$ cat src/rtl/dnn_pkg.sv
// Shared defaults and FSM state type for the DNN result argmax block.
package dnn_pkg;

  localparam int DNN_DATA_WIDTH  = 9;
  localparam int DNN_NUM_CLASSES = 10;

  typedef enum logic [1:0] {
    IDLE = 2'd0,
    SCAN = 2'd1,
    HOLD = 2'd2
  } state_e;

endpackage

$ cat src/rtl/argmax_top2_update.sv
// One step of a running top-2 search: folds score x (at index idx) into
// the current best / best_idx / second triple. Ties never displace the
// incumbent, so the lowest index wins among equal maxima.
module argmax_top2_update
  import dnn_pkg::*;
#(
  parameter int DATA_WIDTH = DNN_DATA_WIDTH,
  parameter int IDX_WIDTH  = $clog2(DNN_NUM_CLASSES)
) (
  input  logic signed [DATA_WIDTH-1:0] x,
  input  logic        [IDX_WIDTH-1:0]  idx,
  input  logic signed [DATA_WIDTH-1:0] best,
  input  logic        [IDX_WIDTH-1:0]  best_idx,
  input  logic signed [DATA_WIDTH-1:0] second,
  output logic signed [DATA_WIDTH-1:0] new_best,
  output logic        [IDX_WIDTH-1:0]  new_best_idx,
  output logic signed [DATA_WIDTH-1:0] new_second
);

  // Strict comparisons: a new maximum demotes the old best to second.
  always_comb begin
    new_best     = best;
    new_best_idx = best_idx;
    new_second   = second;
    if (x > best) begin
      new_second   = best;
      new_best     = x;
      new_best_idx = idx;
    end else if (x > second) begin
      new_second = x;
    end
  end

endmodule

$ cat src/rtl/dnn_result_argmax.sv
// Captures a class-score vector from the inference engine, scans it one
// element per cycle for the maximum and runner-up, and holds class, score
// and margin until the next vector or a clear. The captured vector can be
// read back one element at a time through rd_idx/rd_data.
module dnn_result_argmax
  import dnn_pkg::*;
#(
  parameter int DATA_WIDTH  = DNN_DATA_WIDTH,
  parameter int NUM_CLASSES = DNN_NUM_CLASSES,
  parameter int IDX_WIDTH   = $clog2(NUM_CLASSES)
) (
  input  logic                               clk,
  input  logic                               rst,
  input  logic                               clear,
  input  logic                               in_valid,
  // Element i occupies bits [i*DATA_WIDTH +: DATA_WIDTH], two's complement.
  input  logic [NUM_CLASSES*DATA_WIDTH-1:0]  in_vec,
  output logic                               busy,
  output logic                               res_valid,
  output logic [IDX_WIDTH-1:0]               res_class,
  output logic signed [DATA_WIDTH-1:0]       res_score,
  output logic [DATA_WIDTH:0]                res_margin,
  output logic                               in_drop,
  input  logic [IDX_WIDTH-1:0]               rd_idx,
  output logic signed [DATA_WIDTH-1:0]       rd_data
);

  localparam logic signed [DATA_WIDTH-1:0] MOST_NEG = {1'b1, {(DATA_WIDTH-1){1'b0}}};
  localparam logic [IDX_WIDTH-1:0]         LAST_IDX = IDX_WIDTH'(NUM_CLASSES - 1);

  state_e                       state_q, state_d;
  logic [IDX_WIDTH-1:0]         cnt_q, cnt_d;
  logic signed [DATA_WIDTH-1:0] best_q, best_d;
  logic [IDX_WIDTH-1:0]         best_idx_q, best_idx_d;
  logic signed [DATA_WIDTH-1:0] second_q, second_d;
  logic                         res_valid_q, res_valid_d;
  logic [IDX_WIDTH-1:0]         res_class_q, res_class_d;
  logic signed [DATA_WIDTH-1:0] res_score_q, res_score_d;
  logic [DATA_WIDTH:0]          res_margin_q, res_margin_d;
  logic                         drop_q, drop_d;
  logic signed [DATA_WIDTH-1:0] rd_data_q;

  logic signed [DATA_WIDTH-1:0] in_elem [NUM_CLASSES];
  logic signed [DATA_WIDTH-1:0] vec_q   [NUM_CLASSES];

  logic signed [DATA_WIDTH-1:0] upd_best, upd_second;
  logic [IDX_WIDTH-1:0]         upd_best_idx;
  logic [DATA_WIDTH:0]          margin_w;
  logic                         capture;

  for (genvar gi = 0; gi < NUM_CLASSES; gi++) begin : g_unpack
    assign in_elem[gi] = in_vec[gi*DATA_WIDTH +: DATA_WIDTH];
  end

  // A new vector is accepted only outside SCAN, and a clear discards it.
  assign capture = in_valid && !clear && (state_q != SCAN);

  argmax_top2_update #(
    .DATA_WIDTH (DATA_WIDTH),
    .IDX_WIDTH  (IDX_WIDTH)
  ) u_update (
    .x            (vec_q[cnt_q]),
    .idx          (cnt_q),
    .best         (best_q),
    .best_idx     (best_idx_q),
    .second       (second_q),
    .new_best     (upd_best),
    .new_best_idx (upd_best_idx),
    .new_second   (upd_second)
  );

  // Sign-extend by one bit so best minus second can span the full range.
  assign margin_w = {upd_best[DATA_WIDTH-1], upd_best} - {upd_second[DATA_WIDTH-1], upd_second};

  // Next-state and datapath decisions for the IDLE/SCAN/HOLD controller.
  always_comb begin
    state_d      = state_q;
    cnt_d        = cnt_q;
    best_d       = best_q;
    best_idx_d   = best_idx_q;
    second_d     = second_q;
    res_valid_d  = res_valid_q;
    res_class_d  = res_class_q;
    res_score_d  = res_score_q;
    res_margin_d = res_margin_q;
    drop_d       = drop_q;
    if (clear) begin
      state_d      = IDLE;
      res_valid_d  = 1'b0;
      res_class_d  = '0;
      res_score_d  = '0;
      res_margin_d = '0;
      drop_d       = 1'b0;
    end else begin
      unique case (state_q)
        IDLE, HOLD: begin
          if (in_valid) begin
            state_d     = SCAN;
            cnt_d       = IDX_WIDTH'(1);
            best_d      = in_elem[0];
            best_idx_d  = '0;
            second_d    = MOST_NEG;
            res_valid_d = 1'b0;
          end
        end
        SCAN: begin
          if (in_valid) drop_d = 1'b1;
          best_d     = upd_best;
          best_idx_d = upd_best_idx;
          second_d   = upd_second;
          if (cnt_q == LAST_IDX) begin
            state_d      = HOLD;
            res_valid_d  = 1'b1;
            res_class_d  = upd_best_idx;
            res_score_d  = upd_best;
            res_margin_d = margin_w;
          end else begin
            cnt_d = cnt_q + IDX_WIDTH'(1);
          end
        end
        default: state_d = IDLE;
      endcase
    end
  end

  // Controller and result registers.
  always_ff @(posedge clk) begin
    if (rst) begin
      state_q      <= IDLE;
      cnt_q        <= '0;
      best_q       <= '0;
      best_idx_q   <= '0;
      second_q     <= '0;
      res_valid_q  <= 1'b0;
      res_class_q  <= '0;
      res_score_q  <= '0;
      res_margin_q <= '0;
      drop_q       <= 1'b0;
    end else begin
      state_q      <= state_d;
      cnt_q        <= cnt_d;
      best_q       <= best_d;
      best_idx_q   <= best_idx_d;
      second_q     <= second_d;
      res_valid_q  <= res_valid_d;
      res_class_q  <= res_class_d;
      res_score_q  <= res_score_d;
      res_margin_q <= res_margin_d;
      drop_q       <= drop_d;
    end
  end

  // Score buffer: zeroed by reset, kept across clear, loaded on capture.
  always_ff @(posedge clk) begin
    if (rst) begin
      for (int i = 0; i < NUM_CLASSES; i++) vec_q[i] <= '0;
    end else if (capture) begin
      for (int i = 0; i < NUM_CLASSES; i++) vec_q[i] <= in_elem[i];
    end
  end

  // Registered readout; out-of-range indices fall back to element 0.
  always_ff @(posedge clk) begin
    if (rst) begin
      rd_data_q <= '0;
    end else if (int'(rd_idx) < NUM_CLASSES) begin
      rd_data_q <= vec_q[rd_idx];
    end else begin
      rd_data_q <= vec_q[0];
    end
  end

  assign busy       = (state_q == SCAN);
  assign res_valid  = res_valid_q;
  assign res_class  = res_class_q;
  assign res_score  = res_score_q;
  assign res_margin = res_margin_q;
  assign in_drop    = drop_q;
  assign rd_data    = rd_data_q;

endmodule

$ cat config.mk
export PLATFORM = sky130hd
export DESIGN_NAME = dnn_result_argmax
export DESIGN_NICKNAME = d
export VERILOG_FILES = /design/src/rtl/dnn_pkg.sv /design/src/rtl/argmax_top2_update.sv /design/src/rtl/dnn_result_argmax.sv
export SDC_FILE = /design/constraint.sdc
export NUM_CORES = 1
export LEC_CHECK = 0
export ABC_AREA = 0
export BUFFER_PORTS_ARGS = -buffer_cell sky130_fd_sc_hd__buf_2
export CAP_MARGIN = 20
export CORE_MARGIN = 2
export CORE_UTILIZATION = 45
export DETAILED_ROUTE_END_ITERATION = 10
export GPL_TIMING_DRIVEN = 0
export PLACE_DENSITY = 0.76
export SLEW_MARGIN = 20
export SYNTH_ARGS = -nofsm -noshare
export SYNTH_HDL_FRONTEND = slang
export SYNTH_SLANG_ARGS = --single-unit
$ cat constraint.sdc
create_clock -name clk -period 10 [get_ports clk]
set_clock_uncertainty 0.15 [all_clocks]
set_input_delay 2 -clock clk [delete_from_list [all_inputs] [get_ports clk]]
set_output_delay 2 -clock clk [all_outputs]
set_load 0.005 [all_outputs]
==> impl_metrics.json <==
{
  "outcome": "complete, no violations",
  "avgSynthCellArea_sq_um": 10.6,
  "die_area_sq_um": 20000,
  "worst_slew_margin_rel_pct": 38.8,
  "cpMaxStageDelayCell": "buf_1",
  "syn_to_final_growth_pct": 18.2,
  "syn_inst": 804,
  "post-route-drc-count": 0,
  "synth-seq-cells": 156,
  "tightest_slew_ps": 918,
  "drt-initial-drc-count": 630,
  "grt_pass1_wl_mm": 35.3,
  "fin_setup_tns_ps": 0,
  "die_width_um": 141,
  "wl_mm": 22.4,
  "cts_buffer_depth": 2,
  "vias": 6769,
  "routabilityCongestion": 0.918,
  "hold_class": "flip-flop to flip-flop",
  "coreArea_sq_um": 18600,
  "hold_viol": 0,
  "initial_utilization_pct": 45.7,
  "io_buffers": 131,
  "critPathLaunchType": "flip-flop",
  "yosys_warnings": 0,
  "p_leak_uw": 0.00397,
  "diodes": 0,
  "finalInstanceArea_sq_um": 10000,
  "min_period_ps": 7610,
  "dr.pass1.iters": 8,
  "powerDensity_nw_per_um2": 179,
  "worstPathRequired_ps": 10170,
  "cts.sinks": 156,
  "worstPathMaxFanout": 10,
  "antenna_found_initial": 0,
  "whs_ps": 303,
  "cts_tree": "done",
  "cts_made_buffers": 17,
  "place_area_sq_um": 9460,
  "postCtsHoldBufs": 0,
  "row_count": 50,
  "cts_resized": 0,
  "ys_seq_area_share_pct": 47.4,
  "detail-route-antenna-nets": 0,
  "fin_nets": 1081,
  "worstSetupEndpointType": "flip-flop",
  "gr-usage-all-layers_pct": 22.8,
  "clk_pin_slew_ps": 70,
  "cts-root-buf": "clkbuf_16",
  "gr-total-overflow": 0,
  "cp.arrival_ps": 7780,
  "synth_area_sq_um": 8480,
  "ys.flop_type": "edfxtp_1",
  "regArea_sq_um": 4020,
  "drive_above_1_share_pct": 24.2,
  "htreeDepth": 4,
  "setup-violations-final": 0,
  "synth_edf_count": 90,
  "ios": 133,
  "fp.dieH_um": 141,
  "final_common_cell": "buf_2",
  "syn_nets": 930,
  "synth_cell_types": 57,
  "cap_viol_max_count": 0,
  "reg2reg_slack_ps": 2390,
  "critPathMaxStageDelay_ps": 710,
  "fmax_mhz": 131,
  "dp.final_hpwl_mm": 16.9,
  "fillers": 1616,
  "via_per_inst": 5.63,
  "grt_pass1_vias": 6461,
  "clock_latency_ps": 430,
  "grt_max_degree": 47,
  "post_drt_wl_per_cell_um": 18.6,
  "maxSlewViolCount": 0,
  "grt_setup_unrepaired": "false",
  "hp-start": "res_margin[5]",
  "final_cell_mix": "buf_2, and2_1, edfxtp_1, nor2_1, dfxtp_1",
  "crit_type": "flip-flop to flip-flop",
  "post-cts-setup-buffers": 0,
  "multi_input_area_sq_um": 4170,
  "peakVddDrop_v": 0.000126,
  "period_share_pct": 76.1,
  "synthArstFlopShare_pct": 0
}
synthesized netlist by cell type, drive strengths merged, types with 3 or more instances:
cell type | instances | share of area, %
a31oi | 5 | 0.55
a211oi | 13 | 1.3
buf | 8 | 0.56
ha | 27 | 4.0
a311oi | 4 | 0.41
a21oi | 50 | 3.0
nand4 | 6 | 0.44
a221oi | 12 | 1.2
or3 | 3 | 0.22
mux4 | 26 | 6.9
a21o | 10 | 0.88
xnor2 | 5 | 0.52
xor2 | 4 | 0.41
dfxtp | 66 | 16
and2 | 92 | 6.8
edfxtp | 90 | 32
nor3 | 22 | 1.3
o211ai | 6 | 0.53
o21ai | 22 | 1.3
inv | 25 | 1.1
clkbuf | 42 | 1.9
nand3 | 8 | 0.53
a22oi | 22 | 1.9
nor2b | 10 | 0.74
nor2 | 83 | 3.7
mux2i | 20 | 2.4
nand2b | 8 | 0.59
nand2 | 61 | 2.7
mux2 | 29 | 4.0
layer usage:
layer	global-route usage (%)	up-vias	routed length (um)
li1	-	3233	-
met1	29.2	3249	9470
met2	38.2	229	11000
met3	4.02	58	1130
met4	10.1	0	829
met5	0	-	0
worst max-delay path: cells and delay by family, from the launching register on:
kind / cells / cell delay (ps)
muxes: 1 / 630
AOI/OAI and AO/OA: 12 / 3180
DFF: 1 / 380
adders and majority gates: 2 / 740
and+or+nand+nor: 6 / 650
buffers and inverters: 4 / 1740
state kept, by name, indices dropped and copies added, names as in the netlist, named ones only:
name and cells:
vec_q 90, res_margin 10, best_q 9, rd_data 9, res_score 9, second_q 9, best_idx_q 4, cnt_q 4
res_class 4, state_q 2, in_drop 1, res_valid 1
where the power goes:
part | total, uW | switching [uW] | internal (uW)
logic | 434 | 250 | 183
clock network | 629 | 281 | 347
registers | 736 | 20.8 | 715
kinds of logic (layout without fill, tap and decap cells):
logic type               Yosys count  after routing  share of synthesized area, %
buffers and inverters             75            239                          3.52
AND/OR/NAND/NOR                  300            300                          17.6
adder cells (fa/ha/maj)           29             29                          4.34
XOR/XNOR                           9              9                         0.929
multiplexers                      75             75                          13.3
flip-flops                       156            156                          47.4
AO/OA/AOI/OAI                    160            160                          12.9
stage by stage:
step,cells,power (uW),worst slack [ps],util (%)
final,1202,1800,2390,54.0
after global placement,1169,1170,2570,50.8
after floorplan,804,1060,3960,-
after global routing,1202,1870,1970,54.0
after detailed placement,1170,1170,2520,50.9
after CTS,1202,1800,2480,54.0
cell type report:
| type | count | share of cell area (%) |
|---|---|---|
| Multi-Input combinational cell | 573 | 41.6 |
| Timing Repair Buffer | 132 | 6.74 |
| Clock inverter | 14 | 1.36 |
| Inverter | 25 | 0.936 |
| Sequential cell | 156 | 40.1 |
| Tap cell | 234 | 2.92 |
| Clock buffer | 18 | 4.28 |
| Buffer | 50 | 2.05 |
final timing paths:
| check | to | cells after the start |
|---|---|---|
| setup / recovery | res_margin[7] | 25 |
| hold / removal | res_margin[5] | 2 |
| setup reg to reg | res_margin[7] | 25 |
| hold reg to reg | res_margin[5] | 2 |
(Power assumes the default switching activity.)
